### config.mk
export PLATFORM = sky130hd
export DESIGN_NAME = rf_wb_scheduler
export DESIGN_NICKNAME = d
export VERILOG_FILES = /design/src/rtl/rf_ctrl_pkg.sv /design/src/rtl/rf_scoreboard.sv /design/src/rtl/rf_wb_scheduler.sv
export SDC_FILE = /design/constraint.sdc
export NUM_CORES = 1
export LEC_CHECK = 0
export ABC_AREA = 0
export BUFFER_PORTS_ARGS = -buffer_cell sky130_fd_sc_hd__buf_2
export CAP_MARGIN = 15
export CORE_AREA = 4 4 69 71
export CTS_BUF_LIST = sky130_fd_sc_hd__clkbuf_8
export DETAILED_ROUTE_END_ITERATION = 8
export DIE_AREA = 0 0 73 75
export PLACE_DENSITY = 0.87
export SYNTH_ARGS = -nofsm -noshare
export SYNTH_HDL_FRONTEND = slang
export SYNTH_SLANG_ARGS = --single-unit
### constraint.sdc
create_clock -name clk -period 3.2 [get_ports clk]
set_input_delay 0.64 -clock clk [delete_from_list [all_inputs] [get_ports clk]]
set_output_delay 0.64 -clock clk [all_outputs]
set_load 0.005 [all_outputs]
### src/rtl/rf_ctrl_pkg.sv
// rtl/rf_ctrl_pkg.sv - shared constants and requester type for the register-file write scheduler
package rf_ctrl_pkg;

    localparam int XLEN   = 32;
    localparam int NREG   = 32;
    localparam int REG_AW = $clog2(NREG);

    // Identifies which writeback source owned the write port most recently
    typedef enum logic {
        REQ_ALU = 1'b0,
        REQ_LSU = 1'b1
    } req_e;

endpackage

### src/rtl/rf_scoreboard.sv
// rtl/rf_scoreboard.sv - outstanding-load busy bits, issue hazard stall and sticky LSU protocol error
module rf_scoreboard
    import rf_ctrl_pkg::*;
(
    input  logic              clk,
    input  logic              rst,
    input  logic              iss_valid,
    input  logic [REG_AW-1:0] iss_rs1,
    input  logic [REG_AW-1:0] iss_rs2,
    input  logic [REG_AW-1:0] iss_rd,
    input  logic              iss_is_load,
    input  logic              lsu_fire,
    input  logic [REG_AW-1:0] lsu_rd,
    output logic              iss_stall,
    output logic              sb_err
);

    logic [NREG-1:0] busy;
    logic [NREG-1:0] busy_next;
    logic            load_issue;

    // Stall looks only at registered busy bits, so a same-cycle clear does not release it
    assign iss_stall  = iss_valid && (busy[iss_rs1] || busy[iss_rs2] || busy[iss_rd]);
    assign load_issue = iss_valid && !iss_stall && iss_is_load && (iss_rd != '0);

    // Apply the LSU clear first so a same-register set overrides it; x0 is never busy
    always_comb begin
        busy_next = busy;
        if (lsu_fire) begin
            busy_next[lsu_rd] = 1'b0;
        end
        if (load_issue) begin
            busy_next[iss_rd] = 1'b1;
        end
        busy_next[0] = 1'b0;
    end

    // Busy-bit storage
    always_ff @(posedge clk) begin
        if (rst) begin
            busy <= '0;
        end else begin
            busy <= busy_next;
        end
    end

    // Sticky flag for load data arriving at a register with no outstanding load
    always_ff @(posedge clk) begin
        if (rst) begin
            sb_err <= 1'b0;
        end else if (lsu_fire && (lsu_rd != '0) && !busy[lsu_rd]) begin
            sb_err <= 1'b1;
        end
    end

endmodule

### src/rtl/rf_wb_scheduler.sv
// rtl/rf_wb_scheduler.sv - round-robin ALU/LSU write-port scheduler; RF_SCOREBOARD_EN adds the load scoreboard
module rf_wb_scheduler
    import rf_ctrl_pkg::*;
(
    input  logic              clk,
    input  logic              rst,
    input  logic              alu_wb_valid,
    output logic              alu_wb_ready,
    input  logic [REG_AW-1:0] alu_wb_rd,
    input  logic [XLEN-1:0]   alu_wb_data,
    input  logic              lsu_wb_valid,
    output logic              lsu_wb_ready,
    input  logic [REG_AW-1:0] lsu_wb_rd,
    input  logic [XLEN-1:0]   lsu_wb_data,
    output logic              rf_we,
    output logic [REG_AW-1:0] rf_rd,
    output logic [XLEN-1:0]   rf_wdata,
    input  logic              iss_valid,
    input  logic [REG_AW-1:0] iss_rs1,
    input  logic [REG_AW-1:0] iss_rs2,
    input  logic [REG_AW-1:0] iss_rd,
    input  logic              iss_is_load,
    output logic              iss_stall,
    output logic              sb_err
);

    req_e last_grant;
    logic alu_fire;
    logic lsu_fire;

    // On a tie the requester that did not win last time gets the port; nothing is granted in reset
    assign alu_wb_ready = !rst && alu_wb_valid && (!lsu_wb_valid || (last_grant == REQ_LSU));
    assign lsu_wb_ready = !rst && lsu_wb_valid && (!alu_wb_valid || (last_grant == REQ_ALU));
    assign alu_fire     = alu_wb_valid && alu_wb_ready;
    assign lsu_fire     = lsu_wb_valid && lsu_wb_ready;

    // Round-robin history advances only when a request actually fires
    always_ff @(posedge clk) begin
        if (rst) begin
            last_grant <= REQ_ALU;
        end else if (lsu_fire) begin
            last_grant <= REQ_LSU;
        end else if (alu_fire) begin
            last_grant <= REQ_ALU;
        end
    end

    // Registered write stage; writes to x0 are consumed without asserting the write enable
    always_ff @(posedge clk) begin
        if (rst) begin
            rf_we    <= 1'b0;
            rf_rd    <= '0;
            rf_wdata <= '0;
        end else if (alu_fire) begin
            rf_we    <= (alu_wb_rd != '0);
            rf_rd    <= alu_wb_rd;
            rf_wdata <= alu_wb_data;
        end else if (lsu_fire) begin
            rf_we    <= (lsu_wb_rd != '0);
            rf_rd    <= lsu_wb_rd;
            rf_wdata <= lsu_wb_data;
        end else begin
            rf_we    <= 1'b0;
        end
    end

`ifdef RF_SCOREBOARD_EN
    rf_scoreboard u_scoreboard (
        .clk         (clk),
        .rst         (rst),
        .iss_valid   (iss_valid),
        .iss_rs1     (iss_rs1),
        .iss_rs2     (iss_rs2),
        .iss_rd      (iss_rd),
        .iss_is_load (iss_is_load),
        .lsu_fire    (lsu_fire),
        .lsu_rd      (lsu_wb_rd),
        .iss_stall   (iss_stall),
        .sb_err      (sb_err)
    );
`else
    // Without the scoreboard the issue interface is ignored and never stalls
    logic unused_iss;
    assign unused_iss = &{1'b0, iss_valid, iss_rs1, iss_rs2, iss_rd, iss_is_load};
    assign iss_stall  = 1'b0;
    assign sb_err     = 1'b0;
`endif

endmodule

# == Word level (Yosys, flattened, before mapping) ==
# Index checks and enable logic that the tools add are counted.
# word_totals
register_bits,39
input_bits,95
output_inout_bits,42
# op_classes
mux,8
bitwise_logic,1
reduce_logical,14
# ops
cell,n
$mux 32,2
$mux 5,2
$reduce_bool 5->1,2
$logic_and 1x1->1,6
$mux 1,4
$logic_not 1->1,3
$logic_or 1x1->1,2
$reduce_bool 2->1,1
$not 1->1,1

# == Longest topological paths before layout ==
# depth
word_depth,6
ltp_mapped,5
ltp_nobuf,3

# == Worst setup path after synthesis ==
# No wires, ideal clock.
# synth_timing
kind,input to output
from,input lsu_wb_valid
to,output lsu_wb_ready
arrival_ps,1172
required_time_ps,2560
setup_slack_ps,1388
cell_stages,4
path_buffers,2
path_cell_list,inv_1 > buf_2 > clkbuf_1 > a211oi_2
# synth_via
elab_chain_len,2
# synth_rtl
element,line_no,rtl
start: declaration,rf_wb_scheduler.sv:11,"input logic lsu_wb_valid,"
$logic_and 1x1->1 (2 in a row),rf_wb_scheduler.sv:33,assign lsu_wb_ready = !rst && lsu_wb_valid && (!alu_wb_valid || (last_grant == REQ_ALU));
end: declaration,rf_wb_scheduler.sv:12,"output logic lsu_wb_ready,"
# Every way passes these cells.

# == Worst setup path after layout ==
# layout_timing
from,input alu_wb_valid
to,output alu_wb_ready
# layout_via
elab_chain_len,2
# layout_rtl
element,line_no,rtl
start: declaration,rf_wb_scheduler.sv:7,"input logic alu_wb_valid,"
$logic_and 1x1->1 (2 in a row),rf_wb_scheduler.sv:32,assign alu_wb_ready = !rst && alu_wb_valid && (!lsu_wb_valid || (last_grant == REQ_LSU));
end: declaration,rf_wb_scheduler.sv:8,"output logic alu_wb_ready,"
# Every way passes these cells.

==> run metrics <==
largest vdd supply drop=0.225 mV; fraction of the cycle the final worst path needs=74.9%; outcome=finished, final reports clean; CTS tree=built; wire length of the first global-routing pass=about 8.5 mm; CTS Root Buffer Type=sky130_fd_sc_hd__clkbuf_8; Clock Latency Late Sink=roughly 0.29 ns; Sequential Power Share=44.3%; total met3 wirelength after detailed routing=between 400 and 500 um; Inserted Clock Buffers=5; top routing layer in use=met4; highest fanout seen on the critical path=39; Largest stage delay, worst path=roughly 0.58 ns; RSZ-0062 raised after global routing=false; number of design rule violations left after detail routing=0; Routed Wire Length=approximately 5.5 mm; cell chain of the critical path=buf_2 -> and3b_4 -> buf_2; global placer's final weighted congestion=0.740; met2 wire length=2.70 mm; die outline area=around 5500 sq um; maximum clock skew at final layout=0.00638 ns; slowest library cell on the worst path=sky130_fd_sc_hd__and3b_4; final hold slack=0.488 ns; detailed-routing iteration count for the pre-antenna-repair pass=4; fmax=approximately 0.42 GHz; buffers inserted during post-CTS setup optimization=0; CTS HTree Levels=2; setup ws final=~0.80 ns; class of the most critical hold timing path=register to register; reported leakage power=1.29 nW; Synth Cell Area=between 1500 and 2000 sq um; Die Wd=approximately 73 um; max capacitance violation total=0; worst-margin pin slew=~0.53 ns; share of Yosys cell area claimed by the top area cell type=a little over two fifths; fraction of final layout cells sized beyond drive strength 1=44.7%; number of buffer and inverter stages on the critical path=2; drt initial violations=approximately 130; post-DR wirelength/cell=around 16 um; Distinct cells, synth=19; CTS clk-pin slew, worst paths=approximately 0.080 ns; type of the setup path with the least slack=primary input to primary output; number of gates resized after cts=0; tightest slew margin relative to the limit=between 60% and 70%; count of hold buffers inserted by post-cts repair=0; # IOs=137; maximum number of pins on one net before global-route repair=41; via count=slightly below 2k; number of port buffers=117; kind of capture point of the worst setup path=primary output; number of synthesized register bits=39; kind of cell with the highest combined delay on the critical path=simple AND/OR/NAND/NOR gates; instance count of the mapped netlist=around 190; post-detail-place hpwl=~3.7 mm; mean instance size in the synthesized netlist=9.72 sq um; summed negative setup slack over all endpoints=0 ns; number of warnings issued by yosys=0; clock buffer depth=2; total global routing track utilization=just under 20%; Internal Power=0.937 mW; number of cells on the critical path=3; proportion of synthesized chip area in sequential cells=42.5%; Place WS=just over 0.8 ns; critical path data arrival time=1.76 ns; average vias per placed instance=approximately 5.7; largest cells by area after synthesis=sky130_fd_sc_hd__dfxtp_1 (42%), sky130_fd_sc_hd__a221o_1 (20%), sky130_fd_sc_hd__a2111oi_0 (18%); number of nets in the final layout=389; kind of launch point of the worst setup path=primary input; number of fill cells=about 390; Final Max Tran Viols=0; Overflow after GRT=0; Crit path required time=about 2.6 ns; Clock Sinks=39; Inserted Diodes=0; P per Cell Area=just under 500 nW/um^2; clock network power share=around two fifths; Final Hold Viols=0; final critical-path required period=2.40 ns; starting utilization of the core area=approximately 43%; cell type contributing the most total cell area after synthesis=sky130_fd_sc_hd__dfxtp_1; Hold Path Depth=1; met1 routed wirelength after detailed routing=roughly 2.3 mm; fraction of power consumed by combinational cells=about 17%; number of global-route vias before repair=1,963; Area Overhead vs Synth=38.0%; number of cells traversed by the worst register-to-register path=3; number of core rows=24; switching power share of the total=around a quarter; setup-violating endpoint count in the final report=0; sw power=approximately 0.29 mW; most numerous cell on the critical path=sky130_fd_sc_hd__buf_2; Antenna Violating Nets Remaining=0; placeable core region=roughly 4200 sq um; initial antenna violation count=0; die span in y=about 75 um
==> cell families (layout without fill, tap and decap cells) <==
group,after synthesis,after routing,share of synthesized area [%]
AND/OR/NAND/NOR,9,9,3.47
AO/OA/AOI/OAI,77,77,39.2
other,1,2,0.204
buffers and inverters,63,168,14.6
flip-flops,39,39,42.5
==> final timing paths <==
| path | to | start | slack, ns |
|---|---|---|---|
| setup / recovery | alu_wb_ready | alu_wb_valid | 0.80 |
| hold / removal | rf_wdata[18]$_SDFFE_PP0P_ | rf_wdata[18]$_SDFFE_PP0P_ | 0.49 |
| setup reg to reg | rf_wdata[15]$_SDFFE_PP0P_ | last_grant$_SDFFE_PP0P_ | 1.88 |
| hold reg to reg | rf_wdata[18]$_SDFFE_PP0P_ | rf_wdata[18]$_SDFFE_PP0P_ | 0.49 |
==> metal layers <==
layer | GRT usage, % | up-vias
met5 | 0 | -
met4 | 8.20 | 0
met2 | 35.1 | 83
met1 | 22.6 | 928
li1 | - | 949
met3 | 3.87 | 2
==> cells in the final DEF, fill, tap and decap left out, drive strengths merged <==
cell type	synthesis	final
buf	12	122
inv	38	39
dfxtp	39	39
a2111oi	37	37
a221o	37	37
clkbuf	13	5
nor3	3	3
nand2b	2	2
conb	1	2
bufinv	0	2
and3b	1	1
a211oi	1	1
a21oi	1	1
nand3	1	1
nor2	1	1
nand2	1	1
a22o	1	1
==> power by group through the flow <==
| stage | combinational [mW] | sequential (mW) | clock [mW] |
|---|---|---|---|
| CTS | 0.204 | 0.545 | 0.493 |
| finish | 0.203 | 0.545 | 0.482 |
| floorplan | 0.0954 | 0.559 | 0 |
| detailed placement | 0.204 | 0.555 | 0 |
| global placement | 0.200 | 0.555 | 0 |
| global route | 0.225 | 0.550 | 0.506 |
==> state kept, by name (all words and copies together), names as in the netlist <==
register,count
rf_wdata,32
rf_we,1
last_grant,1
rf_rd,5
==> area by class of cell <==
cell class,instances,area [sq um],area share [%]
Clock buffer,5,68.8,2.71
Inverter,38,143,5.62
Clock inverter,3,63.8,2.52
Sequential cell,39,781,30.8
Multi-Input combinational cell,88,792,31.2
Timing Repair Buffer,122,623,24.6
Tap cell,52,65.1,2.57
==> metrics by stage <==
stage          utilization [%]  power [mW]  cells  area [sq um]
3_5_place_dp              56.8       0.759    339          2400
3_3_place_gp              56.8       0.754    339          2400
6_report                  59.9        1.23    347          2540
4_1_cts                   59.9        1.24    347          2540
2_1_floorplan                -       0.655    190          1840
5_1_grt                   59.9        1.28    347          2540
==> synth_stat cells <==
library cell and instances:
sky130_fd_sc_hd__a22o_1 1, sky130_fd_sc_hd__a2111oi_0 37, sky130_fd_sc_hd__and3b_4 1, sky130_fd_sc_hd__nor3_1 2
sky130_fd_sc_hd__conb_1 1, sky130_fd_sc_hd__buf_4 2, sky130_fd_sc_hd__nand2_1 1, sky130_fd_sc_hd__dfxtp_1 39
sky130_fd_sc_hd__buf_6 2, sky130_fd_sc_hd__buf_2 8, sky130_fd_sc_hd__nor2_1 1, sky130_fd_sc_hd__a221o_1 37
sky130_fd_sc_hd__nand2b_1 2, sky130_fd_sc_hd__clkbuf_1 13, sky130_fd_sc_hd__a21oi_1 1, sky130_fd_sc_hd__a211oi_2 1
sky130_fd_sc_hd__nor3_4 1, sky130_fd_sc_hd__inv_1 38, sky130_fd_sc_hd__nand3_1 1
(Power assumes the default switching activity.)
